--- src/rtl/debounce_pkg.sv ---
// rtl/debounce_pkg.sv - shared types and helpers for the debounce bank
//
// Purpose: channel FSM state encoding and small constant helpers used to
// size counters and index ports.
// Ports: none (package).

package debounce_pkg;

  typedef enum logic [1:0] {
    S_LOW,
    S_RISE_CHK,
    S_HIGH,
    S_FALL_CHK
  } db_state_t;

  // $clog2 that never returns less than 1, so single-value ranges still get a bit.
  function automatic int clog2_min1(input int value);
    return ($clog2(value) < 1) ? 1 : $clog2(value);
  endfunction

  function automatic int max3(input int a, input int b, input int c);
    int m;
    m = (a > b) ? a : b;
    return (m > c) ? m : c;
  endfunction

endpackage

--- src/rtl/debounce_channel.sv ---
// rtl/debounce_channel.sv - one debounced input channel with optional auto-repeat
//
// Purpose: 2FF synchroniser, debounce FSM with consecutive-cycle counter,
// registered level and one-cycle press/release/repeat pulses.
// Ports:
//   clk, n_reset  clock, asynchronous active-low reset
//   btn           raw asynchronous input
//   level         debounced level
//   press, rel    registered one-cycle pulses on accepted rise / fall
//   rpt           registered one-cycle auto-repeat pulse
//   press_next    combinational: press will be registered at this edge

module debounce_channel
  import debounce_pkg::*;
#(
  parameter int DB_CYCLES     = 540000,
  parameter int REPEAT_EN     = 0,
  parameter int HOLD_CYCLES   = 13500000,
  parameter int REPEAT_CYCLES = 2700000
) (
  input  logic clk,
  input  logic n_reset,
  input  logic btn,
  output logic level,
  output logic press,
  output logic rel,
  output logic rpt,
  output logic press_next
);

  localparam int CNT_W = clog2_min1(max3(DB_CYCLES, HOLD_CYCLES, REPEAT_CYCLES) + 1);
  localparam logic [CNT_W-1:0] DB_LAST   = CNT_W'(DB_CYCLES - 1);
  localparam logic [CNT_W-1:0] HOLD_LAST = CNT_W'(HOLD_CYCLES - 1);
  localparam logic [CNT_W-1:0] REP_LAST  = CNT_W'(REPEAT_CYCLES - 1);

  logic             sync_a, sync_b;
  db_state_t        state, state_n;
  logic [CNT_W-1:0] cnt, cnt_n;
  logic [CNT_W-1:0] rep_cnt, rep_cnt_n;
  logic             rep_phase, rep_phase_n;
  logic             rel_next, rpt_next;

  always_ff @(posedge clk or negedge n_reset) begin
    if (!n_reset) begin
      sync_a    <= 1'b0;
      sync_b    <= 1'b0;
      state     <= S_LOW;
      cnt       <= '0;
      rep_cnt   <= '0;
      rep_phase <= 1'b0;
      level     <= 1'b0;
      press     <= 1'b0;
      rel       <= 1'b0;
      rpt       <= 1'b0;
    end else begin
      sync_a    <= btn;
      sync_b    <= sync_a;
      state     <= state_n;
      cnt       <= cnt_n;
      rep_cnt   <= rep_cnt_n;
      rep_phase <= rep_phase_n;
      press     <= press_next;
      rel       <= rel_next;
      rpt       <= rpt_next;
      if (press_next) begin
        level <= 1'b1;
      end else if (rel_next) begin
        level <= 1'b0;
      end
    end
  end

  // Debounce FSM: a change is accepted after DB_CYCLES consecutive synced
  // cycles at the new level; any return to the old level restarts from zero.
  always_comb begin
    state_n    = state;
    cnt_n      = cnt;
    press_next = 1'b0;
    rel_next   = 1'b0;
    case (state)
      S_LOW: begin
        if (sync_b) begin
          if (DB_CYCLES == 1) begin
            state_n    = S_HIGH;
            cnt_n      = '0;
            press_next = 1'b1;
          end else begin
            state_n = S_RISE_CHK;
            cnt_n   = CNT_W'(1);
          end
        end else begin
          cnt_n = '0;
        end
      end
      S_RISE_CHK: begin
        if (!sync_b) begin
          state_n = S_LOW;
          cnt_n   = '0;
        end else if (cnt == DB_LAST) begin
          state_n    = S_HIGH;
          cnt_n      = '0;
          press_next = 1'b1;
        end else begin
          cnt_n = cnt + CNT_W'(1);
        end
      end
      S_HIGH: begin
        if (!sync_b) begin
          if (DB_CYCLES == 1) begin
            state_n  = S_LOW;
            cnt_n    = '0;
            rel_next = 1'b1;
          end else begin
            state_n = S_FALL_CHK;
            cnt_n   = CNT_W'(1);
          end
        end else begin
          cnt_n = '0;
        end
      end
      S_FALL_CHK: begin
        if (sync_b) begin
          state_n = S_HIGH;
          cnt_n   = '0;
        end else if (cnt == DB_LAST) begin
          state_n  = S_LOW;
          cnt_n    = '0;
          rel_next = 1'b1;
        end else begin
          cnt_n = cnt + CNT_W'(1);
        end
      end
      default: begin
        state_n = S_LOW;
        cnt_n   = '0;
      end
    endcase
  end

  // Repeat timer runs from the accepted press through S_FALL_CHK; a bounce
  // back to S_HIGH keeps the original cadence. It is silenced on the edge
  // that releases, so release and repeat never share a cycle.
  always_comb begin
    rep_cnt_n   = rep_cnt;
    rep_phase_n = rep_phase;
    rpt_next    = 1'b0;
    if (REPEAT_EN == 0 || press_next || state_n == S_LOW ||
        !(state == S_HIGH || state == S_FALL_CHK)) begin
      rep_cnt_n   = '0;
      rep_phase_n = 1'b0;
    end else if (rep_cnt == (rep_phase ? REP_LAST : HOLD_LAST)) begin
      rpt_next    = 1'b1;
      rep_cnt_n   = '0;
      rep_phase_n = 1'b1;
    end else begin
      rep_cnt_n = rep_cnt + CNT_W'(1);
    end
  end

endmodule

--- src/rtl/debounce_bank.sv ---
// rtl/debounce_bank.sv - multi-channel debouncer with first-press key capture
//
// Purpose: N_CH debounce channels plus capture of the lowest-index accepted
// press together with the side bus, held until that channel releases.
// Ports:
//   clk, n_reset  clock, asynchronous active-low reset
//   btn_i         raw button inputs
//   cap_i         side bus sampled on capture
//   level_o, press_o, release_o, repeat_o  per-channel outputs
//   key_valid_o, key_ch_o, key_cap_o       captured key

module debounce_bank
  import debounce_pkg::*;
#(
  parameter int N_CH          = 4,
  parameter int DB_CYCLES     = 540000,
  parameter int REPEAT_EN     = 0,
  parameter int HOLD_CYCLES   = 13500000,
  parameter int REPEAT_CYCLES = 2700000,
  parameter int CAP_W         = 4
) (
  input  logic                        clk,
  input  logic                        n_reset,
  input  logic [N_CH-1:0]             btn_i,
  input  logic [CAP_W-1:0]            cap_i,
  output logic [N_CH-1:0]             level_o,
  output logic [N_CH-1:0]             press_o,
  output logic [N_CH-1:0]             release_o,
  output logic [N_CH-1:0]             repeat_o,
  output logic                        key_valid_o,
  output logic [clog2_min1(N_CH)-1:0] key_ch_o,
  output logic [CAP_W-1:0]            key_cap_o
);

  localparam int CH_W = clog2_min1(N_CH);

  logic [N_CH-1:0] press_next;
  logic            win_any;
  logic [CH_W-1:0] win_ch;

  for (genvar i = 0; i < N_CH; i++) begin : g_ch
    debounce_channel #(
      .DB_CYCLES    (DB_CYCLES),
      .REPEAT_EN    (REPEAT_EN),
      .HOLD_CYCLES  (HOLD_CYCLES),
      .REPEAT_CYCLES(REPEAT_CYCLES)
    ) u_ch (
      .clk       (clk),
      .n_reset   (n_reset),
      .btn       (btn_i[i]),
      .level     (level_o[i]),
      .press     (press_o[i]),
      .rel       (release_o[i]),
      .rpt       (repeat_o[i]),
      .press_next(press_next[i])
    );
  end

  // Scan downward so the lowest pressed index is the last one written.
  always_comb begin
    win_any = |press_next;
    win_ch  = '0;
    for (int i = N_CH - 1; i >= 0; i--) begin
      if (press_next[i]) begin
        win_ch = CH_W'(i);
      end
    end
  end

  // Capture happens on the edge that registers press_o; the clearing release
  // takes priority over any press arriving on the same edge.
  always_ff @(posedge clk or negedge n_reset) begin
    if (!n_reset) begin
      key_valid_o <= 1'b0;
      key_ch_o    <= '0;
      key_cap_o   <= '0;
    end else if (key_valid_o && release_o[key_ch_o]) begin
      key_valid_o <= 1'b0;
      key_ch_o    <= '0;
      key_cap_o   <= '0;
    end else if (!key_valid_o && win_any) begin
      key_valid_o <= 1'b1;
      key_ch_o    <= win_ch;
      key_cap_o   <= cap_i;
    end
  end

endmodule

--- config.mk ---
export PLATFORM = sky130hd
export DESIGN_NAME = debounce_bank
export DESIGN_NICKNAME = d
export VERILOG_FILES = /design/src/rtl/debounce_pkg.sv /design/src/rtl/debounce_channel.sv /design/src/rtl/debounce_bank.sv
export SDC_FILE = /design/constraint.sdc
export NUM_CORES = 1
export LEC_CHECK = 0
export ABC_CLOCK_PERIOD_IN_PS = 2900
export CAP_MARGIN = 10
export CORE_AREA = 10 10 125 127
export CTS_CLUSTER_SIZE = 12
export DETAILED_ROUTE_END_ITERATION = 16
export DIE_AREA = 0 0 135 137
export PLACE_DENSITY = 0.74
export SYNTH_ARGS = -nofsm -noshare
export SYNTH_HDL_FRONTEND = slang
export SYNTH_SLANG_ARGS = --single-unit
export TNS_END_PERCENT = 5
--- constraint.sdc ---
create_clock -name clk -period 2.9 [get_ports clk]
set_input_delay 0.725 -clock clk [delete_from_list [all_inputs] [get_ports clk]]
set_output_delay 0.725 -clock clk [all_outputs]
set_load 0.02 [all_outputs]
# Yosys cells after proc, flatten, opt, wreduce, memory -nomap -nowiden
# Index checks and enable logic that the tools add are counted.
[totals]
reg_bits = 131
input_bits = 10
word_cells = 177
out_inout_bits = 23
[op_classes]
mux = 92
n_eq_ne = 32
addsub = 4
reduce_logical = 17
magnitude_cmp = 1
[op_table]
columns = ["cell", "count"]
rows = [
  ["$pmux 24 s4", 4],
  ["$mux 24", 12],
  ["$add 24x1->24 const B", 4],
  ["$eq 24x20->1 const B", 4],
  ["$mux 2", 30],
  ["$mux 1", 39],
  ["$pmux 2 s4", 4],
  ["$eq 2x2->1 const B", 8],
  ["$reduce_and 4->1", 4],
  ["$ne 3x1->1 const B", 4],
  ["$ne 3x3->1 const B", 4],
  ["$reduce_bool 2->1", 5],
  ["$eq 2x1->1 const B", 4],
  ["$logic_not 2->1", 4],
  ["$mux 4", 2],
  ["$ne 2x1->1 const B", 4],
  ["$ne 2x2->1 const B", 4],
  ["$reduce_or 4->1", 1],
  ["$lt 2x3->1 const B", 1],
  ["$bmux 1 s2", 1],
  ["$logic_and 1x1->1", 2],
  ["$logic_not 1->1", 1],
]

# Logic depth before layout (Yosys ltp)
# Gate-level depths: netlist of run 1.
[logic_depth]
word_depth = 10
depth_mapped = 8
mapped_depth_nobuf = 6

# Hierarchy
# From an unflattened synthesis of run 1, not the netlist that was laid out.
[unflattened]
hier_cells = 649
hier_area_um2 = 6497.5
[modules_own_cells]
columns = ["module", "seq_area_each_um2", "cells_each", "instances", "area_each_um2"]
rows = [
  ["debounce_channel at g_ch[0].u_ch ...", 775.7, 153, 3, 1512.7],
  ["debounce_channel at g_ch[3].u_ch", 775.7, 157, 1, 1586.5],
  ["debounce_bank", 175.2, 33, 1, 372.9],
]

# Worst setup path after synthesis of run 1
# OpenSTA, ideal clock, no wires.
[synth_timing]
path_type = "reg-to-reg"
startpoint = "reg g_ch[3].u_ch.cnt[9]"
endpoint = "reg key_ch_o[1]"
t_required_ns = 2.834
path_stages_with_launch = 7
arrival_time_ns = 2.092
path_slack_ns = 0.742
setup_ns = 0.066
synth_period_minus_slack_ns = 2.158
path_buffers = 1
path_cell_list = "dfrtp_1 -> buf_6 -> or4b_4 -> or4_4 -> a2bb2oi_2 -> a2111oi_2 -> a31o_1"
[synth_via]
elab_chain_len = 10
word_cells_on_any_way = 13
cone_classes = "eq/ne: 1; mux: 9; reduce/logical: 3"
[synth_rtl]
columns = ["element", "line", "text"]
rows = [
  ["from (decl)", "debounce_channel.sv:38", "logic [CNT_W-1:0] cnt, cnt_n;"],
  ["from (signal assigned)", "debounce_channel.sv:59", "cnt <= cnt_n;"],
  ["$eq 24x20->1 *", "debounce_channel.sv:99", "end else if (cnt == DB_LAST) begin"],
  ["$mux 1 *", "debounce_channel.sv:99", ""],
  ["$mux 1 *", "debounce_channel.sv:96", "if (!sync_b) begin"],
  ["$mux 1 *", "debounce_channel.sv:80", "case (state)"],
  ["$mux 2 (4 in series)", "debounce_bank.sv:64", "if (press_next[i]) begin"],
  ["$mux 2", "debounce_bank.sv:81", "end else if (!key_valid_o && win_any) begin"],
  ["$mux 2", "debounce_bank.sv:77", "end else if (key_valid_o && release_o[key_ch_o]) begin"],
  ["to (signal assigned)", "debounce_bank.sv:83", "key_ch_o <= win_ch;"],
  ["to (decl)", "debounce_bank.sv:31", "output logic [clog2_min1(N_CH)-1:0] key_ch_o,"],
]
# Every way passes the cells marked *; elsewhere a longest branch is shown, timed or not. The select of a mux whose other input is x is not followed.
# A chain may end at the register's enable or synchronous reset.

# Worst setup path in the final report of run 1
[layout_timing]
startpoint = "reg g_ch[1].u_ch.cnt[5]"
endpoint = "reg g_ch[1].u_ch.cnt[11]"
[layout_via]
elab_chain_len = 4
word_cells_on_any_way = 6
cone_classes = "add/sub: 1; eq/ne: 1; mux: 4"
[layout_rtl]
columns = ["element", "line"]
rows = [
  ["from (decl)", "debounce_channel.sv:38"],
  ["from (signal assigned)", "debounce_channel.sv:59"],
  ["$add 24x1->24 or $eq 24x20->1 (tied branches)", "-"],
  ["$mux 24 *", "debounce_channel.sv:99, debounce_channel.sv:125"],
  ["$mux 24 (on tied branches)", "debounce_channel.sv:122, debounce_channel.sv:96"],
  ["$pmux 24 s4 *", "debounce_channel.sv:80"],
  ["named net g_ch[1].u_ch.cnt_n[11]", "debounce_channel.sv:38"],
]
# The timed path passes the listed nets; every way through them passes the cells marked *.

==> report_table.html, run 1 <==
<table>
<tr><th>Metric</th><th>Value</th></tr>
<tr><th colspan="2">Synthesis</th></tr>
<tr><td>Cell count after synthesis</td><td>655</td></tr>
<tr><td>Total of flip-flops plus latches after synthesis</td><td>131</td></tr>
<tr><td>Fraction of post-synthesis cell area in the top cell type by area</td><td>50.6%</td></tr>
<tr><td>Predominant post-synthesis flop cell</td><td>sky130_fd_sc_hd__dfrtp_1</td></tr>
<tr><td>Library cells used by synthesis</td><td>64</td></tr>
<tr><td>Proportion of synthesized chip area in sequential cells</td><td>50.6%</td></tr>
<tr><td>Cell area after synthesis</td><td>6480 sq um</td></tr>
<tr><td>Cell type with the largest total area after synthesis</td><td>sky130_fd_sc_hd__dfrtp_1</td></tr>
<tr><td>Yosys warning count</td><td>0</td></tr>
<tr><td>Ys async rst share</td><td>100%</td></tr>
<tr><td>Post-synth EDFFs</td><td>0</td></tr>
<tr><td>Synth area leaders</td><td>sky130_fd_sc_hd__dfrtp_1 51%, sky130_fd_sc_hd__xnor2_1 7.3%, sky130_fd_sc_hd__nor2_1 6.3%, sky130_fd_sc_hd__xor2_1 4.7%, sky130_fd_sc_hd__nand3_1 3.4%</td></tr>
<tr><td>Post-synthesis average cell area</td><td>9.89 sq um</td></tr>
<tr><th colspan="2">Finish</th></tr>
<tr><td>Layout overhead on the synthesized area</td><td>16.5%</td></tr>
<tr><td>Number of diodes</td><td>0</td></tr>
<tr><td>Most used cells in the layout excluding fill and tap cells</td><td>131 x sky130_fd_sc_hd__dfrtp_1, 109 x sky130_fd_sc_hd__nor2_1, 54 x sky130_fd_sc_hd__xnor2_1</td></tr>
<tr><td>Post-layout net count</td><td>693</td></tr>
<tr><td>Commonest non-fill, non-tap cell in the layout</td><td>sky130_fd_sc_hd__dfrtp_1</td></tr>
<tr><td>Fraction of layout cells with a size suffix above 1</td><td>8.97%</td></tr>
<tr><td>Post-route cell area</td><td>7550 sq um</td></tr>
<tr><th colspan="2">Pwr</th></tr>
<tr><td>Worst-case vdd ir drop</td><td>0.409 mV</td></tr>
<tr><td>Static Leak</td><td>2.98 nW</td></tr>
<tr><td>Switching part of the total</td><td>18.9%</td></tr>
<tr><td>Combinational Power Share</td><td>2.5%</td></tr>
<tr><td>Clock network power share</td><td>55.7%</td></tr>
<tr><td>Switching component of the power</td><td>844 uW</td></tr>
<tr><td>Pwr per Cell Area</td><td>590 nW/um^2</td></tr>
<tr><td>Internal cell power</td><td>3.61 mW</td></tr>
<tr><td>Relative contribution of sequential cells to total power</td><td>41.8%</td></tr>
<tr><th colspan="2">Die</th></tr>
<tr><td>Core area</td><td>13100 sq um</td></tr>
<tr><td>Die span in x</td><td>135 um</td></tr>
<tr><td>Row Count</td><td>42</td></tr>
<tr><td>Die area</td><td>18500 sq um</td></tr>
<tr><td>Starting density of the core</td><td>49.5%</td></tr>
<tr><td>IO Pins</td><td>33</td></tr>
<tr><td>Die H</td><td>137 um</td></tr>
<tr><th colspan="2">Setup path</th></tr>
<tr><td>Critical Path End Type</td><td>register</td></tr>
<tr><td>Reg-to-reg slack, setup</td><td>0.51 ns</td></tr>
<tr><td>Worst path max stage delay</td><td>0.53 ns</td></tr>
<tr><td>Kind of cell adding the most delay to the critical path</td><td>simple AND/OR/NAND/NOR gates</td></tr>
<tr><td>Critical path buffer and inverter count</td><td>0</td></tr>
<tr><td>CP Max Fanout</td><td>23</td></tr>
<tr><td>Cells on worst reg2reg path</td><td>5</td></tr>
<tr><td>Path type of the worst setup path</td><td>register to register</td></tr>
<tr><td>Reg-to-Reg End</td><td>g_ch[1].u_ch.cnt[11]</td></tr>
<tr><td>CP max-delay cell</td><td>sky130_fd_sc_hd__nor4b_1</td></tr>
<tr><td>CP required</td><td>3.18 ns</td></tr>
<tr><td>Worst r2r src</td><td>g_ch[1].u_ch.cnt[5]</td></tr>
<tr><td>Worst Path Arrival</td><td>2.67 ns</td></tr>
<tr><td>Crit path launch type</td><td>register</td></tr>
<tr><td>CP Cell Sequence</td><td>nor4b_1 &gt; nand3_1 &gt; nor2_1 &gt; or3b_2 &gt; nor2_1</td></tr>
<tr><td>Most frequent CP cell</td><td>sky130_fd_sc_hd__nor2_1</td></tr>
<tr><th colspan="2">Routing</th></tr>
<tr><td>DRC errors left</td><td>0</td></tr>
<tr><td>Overall routed net length</td><td>13700 um</td></tr>
<tr><td>Ratio of routed vias to standard cells</td><td>5.60</td></tr>
<tr><td>Via count of the routed design</td><td>4851</td></tr>
<tr><td>Uppermost layer routed</td><td>met4</td></tr>
<tr><td>Post-detailed-route count of antenna-violating nets</td><td>0</td></tr>
<tr><td>Metal1 wirelength</td><td>6230 um</td></tr>
<tr><td>Wire length per cell after detailed routing</td><td>15.9 um</td></tr>
<tr><td>WL met2</td><td>6760 um</td></tr>
<tr><td>Detailed Route Iter0 Violations</td><td>377</td></tr>
<tr><td>Total iterations of the first detailed-routing run</td><td>5</td></tr>
<tr><td>Wire length on met3</td><td>544 um</td></tr>
<tr><th colspan="2">STA</th></tr>
<tr><td>Transition at the pin with the smallest max-transition slack</td><td>0.725 ns</td></tr>
<tr><td>Max-slew headroom at the worst pin</td><td>51.2%</td></tr>
<tr><td>Setup skew after layout</td><td>0.00544 ns</td></tr>
<tr><td>Slew Limit Fails</td><td>0</td></tr>
<tr><td>Final period utilization</td><td>82.5%</td></tr>
<tr><td>Clock period minus final worst setup slack</td><td>2.39 ns</td></tr>
<tr><td>Smallest setup slack after layout</td><td>0.508 ns</td></tr>
<tr><td>WHS</td><td>0.300 ns</td></tr>
<tr><td>Number of hold violations in the final report</td><td>0</td></tr>
<tr><td>Unrepaired setup endpoints after global routing</td><td>false</td></tr>
<tr><td>Final TNS setup</td><td>0 ns</td></tr>
<tr><td>Max Clock Freq</td><td>0.418 GHz</td></tr>
<tr><td>Final setup vio count</td><td>0</td></tr>
<tr><th colspan="2">Clock tree</th></tr>
<tr><td>Maximum clock insertion buffer count</td><td>2</td></tr>
<tr><td>Number of buffers created by CTS</td><td>17</td></tr>
<tr><td>CTS sink count</td><td>131</td></tr>
<tr><td>Number of buffers added for setup after CTS</td><td>0</td></tr>
<tr><td>Clock root buffer master</td><td>sky130_fd_sc_hd__clkbuf_16</td></tr>
<tr><td>Insertion delay to the later sink of the worst-skew pair</td><td>0.42 ns</td></tr>
<tr><td>Post-CTS resize count</td><td>0</td></tr>
<tr><td>Clock tree from TritonCTS</td><td>done</td></tr>
<tr><td>Number of hold buffers added after cts</td><td>0</td></tr>
<tr><td>Clock slew at the register clock pins of the worst setup and hold paths</td><td>0.06 ns</td></tr>
<tr><td>Level count of the clock H-tree</td><td>4</td></tr>
<tr><th colspan="2">Placement</th></tr>
<tr><td>GP Congestion</td><td>0.872</td></tr>
<tr><td>Number of buffer cells added on primary ports</td><td>28</td></tr>
<tr><td>Setup WS pre-CTS</td><td>0.551 ns</td></tr>
<tr><td>Post-DP HPWL</td><td>9710 um</td></tr>
<tr><td>Post-place instance area</td><td>6860 sq um</td></tr>
<tr><th colspan="2">Global routing</th></tr>
<tr><td>First-pass GRT wire length</td><td>23200 um</td></tr>
<tr><td>Overall overflow remaining after global route</td><td>0</td></tr>
<tr><td>Antenna violations before repair</td><td>0</td></tr>
<tr><td>Global Route Usage Sum</td><td>15.6%</td></tr>
<tr><td>Number of global-route vias before repair</td><td>4724</td></tr>
<tr><td>Largest net degree at the start of global routing</td><td>49</td></tr>
<tr><th colspan="2">Worst hold path</th></tr>
<tr><td>Type of the tightest min-delay check</td><td>input pin to async pin</td></tr>
<tr><th colspan="2">Run status</th></tr>
<tr><td>Result of the run</td><td>finished, final reports clean</td></tr>
<tr><th colspan="2">Flow run</th></tr>
<tr><td>Count of maximum capacitance violations</td><td>0</td></tr>
</table>
==> kinds of logic (layout without fill, tap and decap cells) <==
group / Yosys count / count (layout) / share of synthesized area (%)
simple gates: 331 / 331 / 27.4
other cells: 1 / 4 / 0.0579
fa+ha+maj: 4 / 4 / 0.772
compound gates: 37 / 37 / 3.94
mux: 5 / 5 / 0.830
xor+xnor: 89 / 89 / 12.0
buf+inv: 57 / 90 / 4.44
flops: 131 / 131 / 50.6
==> cells in the mapped netlist (3+ instances only) <==
library cell and number:
sky130_fd_sc_hd__a21oi_1 8, sky130_fd_sc_hd__and2_1 7, sky130_fd_sc_hd__and3_1 10, sky130_fd_sc_hd__and4_1 8, sky130_fd_sc_hd__buf_2 4, sky130_fd_sc_hd__buf_4 16
sky130_fd_sc_hd__clkbuf_1 12, sky130_fd_sc_hd__dfrtp_1 131, sky130_fd_sc_hd__ha_1 4, sky130_fd_sc_hd__inv_1 23, sky130_fd_sc_hd__mux2_2 3, sky130_fd_sc_hd__nand2_1 32
sky130_fd_sc_hd__nand2b_1 3, sky130_fd_sc_hd__nand3_1 44, sky130_fd_sc_hd__nand3b_1 4, sky130_fd_sc_hd__nand4_1 33, sky130_fd_sc_hd__nor2_1 109, sky130_fd_sc_hd__nor3_1 23
sky130_fd_sc_hd__nor3b_1 4, sky130_fd_sc_hd__nor4_1 13, sky130_fd_sc_hd__nor4b_1 8, sky130_fd_sc_hd__o211ai_1 4, sky130_fd_sc_hd__o21ai_0 7, sky130_fd_sc_hd__or2_2 5
sky130_fd_sc_hd__or3_1 4, sky130_fd_sc_hd__or4_1 5, sky130_fd_sc_hd__xnor2_1 54, sky130_fd_sc_hd__xor2_1 35
==> per-layer routing <==
| layer | vias to the layer above | track usage, % |
|---|---|---|
| met1 | 2428 | 19.9 |
| met3 | 20 | 3.96 |
| li1 | 2307 | - |
| met5 | - | 0 |
| met2 | 96 | 24.9 |
| met4 | 0 | 6.16 |
==> flip-flops by register name, indices dropped and copies added, names as in the netlist, named ones only <==
signal and cells:
key_valid_o 1, g_ch.u_ch.sync_a 4, key_cap_o 4, g_ch.u_ch.cnt 96, g_ch.u_ch.press 4, g_ch.u_ch.level 4
g_ch.u_ch.sync_b 4, g_ch.u_ch.state 4, g_ch.u_ch.rel 4, key_ch_o 2
==> worst max path at each step <==
stage	from	to	slack, ns	depth (start not counted)
finish	g_ch[1].u_ch.cnt[5]	g_ch[1].u_ch.cnt[11]	0.51	5
global route	g_ch[2].u_ch.cnt[0]	g_ch[2].u_ch.cnt[3]	0.35	7
CTS	g_ch[2].u_ch.cnt[0]	g_ch[2].u_ch.cnt[3]	0.54	7
detailed placement	g_ch[2].u_ch.cnt[0]	g_ch[2].u_ch.cnt[15]	0.55	7
global placement	g_ch[1].u_ch.cnt[5]	g_ch[1].u_ch.cnt[20]	0.61	5
floorplan	g_ch[3].u_ch.cnt[9]	key_ch_o[1]	0.74	6
==> power groups by stage <==
| stage | combinational [mW] | sequential (mW) | clock [mW] |
|---|---|---|---|
| detailed placement | 0.113 | 1.89 | 0 |
| CTS | 0.114 | 1.86 | 2.52 |
| floorplan | 0.0512 | 1.89 | 0 |
| global placement | 0.110 | 1.89 | 0 |
| global route | 0.127 | 1.86 | 2.60 |
| finish | 0.111 | 1.86 | 2.48 |
==> final cells by class <==
| cell class | instances | area [sq um] |
|---|---|---|
| timing repair buffer | 36 | 350 |
| clock buffer | 20 | 457 |
| multi-input combinational | 470 | 2930 |
| tap | 176 | 220 |
| inverter | 23 | 86.3 |
| fill | 1079 | 5540 |
| sequential | 131 | 3280 |
| clock inverter | 11 | 230 |
==> through the flow <==
step / cells / power (mW) / util (%)
CTS: 867 / 4.49 / 57.7
detailed placement: 836 / 2.01 / 52.4
global route: 867 / 4.59 / 57.7
floorplan: 658 / 1.94 / -
finish: 867 / 4.46 / 57.7
global placement: 836 / 2.00 / 52.4
(Power assumes the default switching activity.)
==> run 2, diff against run 1 <==
- ABC_CLOCK_PERIOD_IN_PS: 2900 -> 2240
- clock period: 2.9 -> 2.24 ns (I/O delays scaled with it)
==> report_table.html, run 2 (synthesis gave the netlist of run 1 again) <==
<table>
<tr><th>Metric</th><th>Value</th></tr>
<tr><th colspan="2">Pwr</th></tr>
<tr><td>Static Leak</td><td>3.07 nW (+3.0%)</td></tr>
<tr><td>Internal cell power</td><td>4.18 mW (+16%)</td></tr>
<tr><td>Relative contribution of sequential cells to total power</td><td>46.1% (+4.3 points)</td></tr>
<tr><td>Tot Pwr</td><td>5.23 mW (+17%)</td></tr>
<tr><td>Pwr per Cell Area</td><td>682 nW/um^2 (+15%)</td></tr>
<tr><td>Clock network power share</td><td>50.9% (-4.8 points)</td></tr>
<tr><td>Worst-case vdd ir drop</td><td>0.544 mV (+33%)</td></tr>
<tr><td>Switching part of the total</td><td>20.1% (+1.2 points)</td></tr>
<tr><td>Switching component of the power</td><td>1.05 mW (+25%)</td></tr>
<tr><td>Combinational Power Share</td><td>3.0% (+0.5 points)</td></tr>
<tr><th colspan="2">Clock tree</th></tr>
<tr><td>Maximum clock insertion buffer count</td><td>2 (unchanged)</td></tr>
<tr><td>CTS sink count</td><td>131 (unchanged)</td></tr>
<tr><td>Number of hold buffers added after cts</td><td>0 (unchanged)</td></tr>
<tr><td>Number of buffers added for setup after CTS</td><td>0 (unchanged)</td></tr>
<tr><td>Clock root buffer master</td><td>sky130_fd_sc_hd__clkbuf_16</td></tr>
<tr><td>Clock tree from TritonCTS</td><td>done</td></tr>
<tr><td>Number of buffers created by CTS</td><td>17 (unchanged)</td></tr>
<tr><td>Clock slew at the register clock pins of the worst setup and hold paths</td><td>0.05 ns (about the same)</td></tr>
<tr><td>Level count of the clock H-tree</td><td>4 (unchanged)</td></tr>
<tr><td>Insertion delay to the later sink of the worst-skew pair</td><td>0.42 ns (about the same)</td></tr>
<tr><th colspan="2">Routing</th></tr>
<tr><td>Post-detailed-route count of antenna-violating nets</td><td>0 (unchanged)</td></tr>
<tr><td>Ratio of routed vias to standard cells</td><td>5.44 (-2.8%)</td></tr>
<tr><td>WL met2</td><td>6400 um (-5.3%)</td></tr>
<tr><td>Total iterations of the first detailed-routing run</td><td>4 (-1)</td></tr>
<tr><td>Overall routed net length</td><td>13500 um (-2.0%)</td></tr>
<tr><td>Wire length per cell after detailed routing</td><td>15.1 um (-4.6%)</td></tr>
<tr><td>Detailed Route Iter0 Violations</td><td>333 (-12%)</td></tr>
<tr><td>Metal1 wirelength</td><td>6380 um (+2.3%)</td></tr>
<tr><td>Uppermost layer routed</td><td>met4</td></tr>
<tr><td>DRC errors left</td><td>0 (unchanged)</td></tr>
<tr><td>Via count of the routed design</td><td>4842 (-0.19%)</td></tr>
<tr><td>Wire length on met3</td><td>533 um (-2.0%)</td></tr>
<tr><th colspan="2">Placement</th></tr>
<tr><td>Post-DP HPWL</td><td>9850 um (+1.5%)</td></tr>
<tr><td>Number of buffer cells added on primary ports</td><td>28 (unchanged)</td></tr>
<tr><td>GP Congestion</td><td>0.880 (+0.96%)</td></tr>
<tr><th colspan="2">Flow run</th></tr>
<tr><td>Count of maximum capacitance violations</td><td>0 (unchanged)</td></tr>
<tr><th colspan="2">STA</th></tr>
<tr><td>Max-slew headroom at the worst pin</td><td>61.3% (+10 points)</td></tr>
<tr><td>WHS</td><td>0.137 ns (-0.163 ns)</td></tr>
<tr><td>Slew Limit Fails</td><td>0 (unchanged)</td></tr>
<tr><td>Transition at the pin with the smallest max-transition slack</td><td>0.579 ns (-0.146 ns)</td></tr>
<tr><td>Clock period minus final worst setup slack</td><td>2.19 ns (-0.202 ns)</td></tr>
<tr><td>Setup skew after layout</td><td>0.0118 ns (+0.00640 ns)</td></tr>
<tr><td>Final period utilization</td><td>97.8% (+15 points)</td></tr>
<tr><td>Final TNS setup</td><td>0 ns (unchanged)</td></tr>
<tr><td>Final setup vio count</td><td>0 (unchanged)</td></tr>
<tr><td>Unrepaired setup endpoints after global routing</td><td>true</td></tr>
<tr><td>Max Clock Freq</td><td>0.457 GHz (+9.2%)</td></tr>
<tr><td>Number of hold violations in the final report</td><td>0 (unchanged)</td></tr>
<tr><th colspan="2">Global routing</th></tr>
<tr><td>Number of global-route vias before repair</td><td>4820 (+2.0%)</td></tr>
<tr><td>Global Route Usage Sum</td><td>15.4% (-0.22 points)</td></tr>
<tr><td>Antenna violations before repair</td><td>0 (unchanged)</td></tr>
<tr><td>Largest net degree at the start of global routing</td><td>41 (-16%)</td></tr>
<tr><td>Overall overflow remaining after global route</td><td>0 (unchanged)</td></tr>
<tr><td>First-pass GRT wire length</td><td>23000 um (-0.63%)</td></tr>
<tr><th colspan="2">Die</th></tr>
<tr><td>Starting density of the core</td><td>49.5% (unchanged)</td></tr>
<tr><td>IO Pins</td><td>33 (unchanged)</td></tr>
<tr><td>Core area</td><td>13100 sq um (unchanged)</td></tr>
<tr><td>Die area</td><td>18500 sq um (unchanged)</td></tr>
<tr><td>Die span in x</td><td>135 um (unchanged)</td></tr>
<tr><td>Row Count</td><td>42 (unchanged)</td></tr>
<tr><td>Die H</td><td>137 um (unchanged)</td></tr>
<tr><th colspan="2">Finish</th></tr>
<tr><td>Number of diodes</td><td>0 (unchanged)</td></tr>
<tr><td>Post-layout net count</td><td>715 (+3.2%)</td></tr>
<tr><td>Most used cells in the layout excluding fill and tap cells</td><td>131 x sky130_fd_sc_hd__dfrtp_1, 109 x sky130_fd_sc_hd__nor2_1, 54 x sky130_fd_sc_hd__xnor2_1</td></tr>
<tr><td>Flip-flop count of the largest register, all copies and words added</td><td>96 (unchanged)</td></tr>
<tr><td>Layout overhead on the synthesized area</td><td>18.4%</td></tr>
<tr><td>Commonest non-fill, non-tap cell in the layout</td><td>sky130_fd_sc_hd__dfrtp_1</td></tr>
<tr><td>Fraction of layout cells with a size suffix above 1</td><td>11.5% (+2.5 points)</td></tr>
<tr><td>Register ranked first by flip-flop count</td><td>g_ch.u_ch.cnt</td></tr>
<tr><td>Post-route core utilization</td><td>58.6% (+0.95 points)</td></tr>
<tr><th colspan="2">Setup path</th></tr>
<tr><td>Critical path buffer and inverter count</td><td>0 (unchanged)</td></tr>
<tr><td>Path type of the worst setup path</td><td>register to register</td></tr>
<tr><td>Crit path launch type</td><td>register</td></tr>
<tr><td>Critical Path End Type</td><td>register</td></tr>
<tr><td>CP Max Fanout</td><td>5 (-78%)</td></tr>
<tr><td>Kind of cell adding the most delay to the critical path</td><td>simple AND/OR/NAND/NOR gates</td></tr>
<tr><td>Reg-to-reg slack, setup</td><td>0.05 ns (-0.46 ns)</td></tr>
<tr><td>Worst Path Arrival</td><td>2.55 ns (-0.12 ns)</td></tr>
<tr><td>CP Cell Sequence</td><td>or4b_4 &gt; or4_4 &gt; a2bb2oi_2 &gt; a2111oi_2 &gt; a31o_1</td></tr>
<tr><td>CP max-delay cell</td><td>sky130_fd_sc_hd__or4b_4</td></tr>
<tr><td>Worst path max stage delay</td><td>0.54 ns (about the same)</td></tr>
<tr><td>CP required</td><td>2.60 ns (-0.58 ns)</td></tr>
<tr><th colspan="2">Worst hold path</th></tr>
<tr><td>Type of the tightest min-delay check</td><td>input pin to async pin</td></tr>
<tr><th colspan="2">Run status</th></tr>
<tr><td>Result of the run</td><td>finished, final reports clean</td></tr>
</table>
-- run 2: changes by cell type in the layout (fill, tap and decap cells not counted), sizes merged --
cell / change
clkinv: -2
buf: +22
clkbuf: +9
bufinv: -6
-- run 2: layout make-up --
class                   instances  area, sq um
fillers                      1064         5410
flip-flops and latches        131         3280
multi-input cells             470         2940
repair buffers                 58          566
clock buffers                  29          541
well taps                     176          220
inverters                      23         86.3
clock inverters                 3         40.0
-- run 2: path summary, 6_finish.rpt --
| path | cells past startpoint | end | startpoint |
|---|---|---|---|
| worst max-delay path | 5 | key_ch_o[1] | g_ch[3].u_ch.cnt[17] |
| worst min-delay path | 1 | g_ch[3].u_ch.cnt[8] | n_reset |
| worst max register to register | 5 | key_ch_o[1] | g_ch[3].u_ch.cnt[17] |
| worst min register to register | 0 | g_ch[2].u_ch.sync_b | g_ch[2].u_ch.sync_a |
| max in group asynchronous | 2 | key_cap_o[1] | n_reset |
| min in group clk | 0 | g_ch[2].u_ch.sync_b | g_ch[2].u_ch.sync_a |
-- run 2: timing repair --
action | CTS | global route
resized for setup | 0 | 2
setup endpoints to repair | 0 | 12
endpoints found under the hold margin | 0 | 0
-- run 2: stage by stage --
step | std cells | area [sq um] | setup WS [ns]
after floorplan | 658 | 6490 | 0.0823
after CTS | 890 | 7660 | 0.0449
after detailed placement | 858 | 7080 | 0.0548
after global placement | 858 | 7080 | 0.103
final | 890 | 7670 | 0.0500
after global routing | 890 | 7670 | -0.0239
-- run 2: metal layers --
layer | up-vias | track usage [%]
met1 | 2388 | 19.8
met4 | 0 | 5.62
met3 | 15 | 4.58
met5 | - | 0
li1 | 2353 | -
met2 | 86 | 24.0
-- run 2: power by group through the flow --
stage | sequential (mW) | combinational (mW) | clock [mW]
final | 2.41 | 0.158 | 2.66
after global routing | 2.41 | 0.180 | 2.82
after CTS | 2.41 | 0.163 | 2.71
after detailed placement | 2.45 | 0.163 | 0
after global placement | 2.45 | 0.158 | 0
after floorplan | 2.45 | 0.0663 | 0
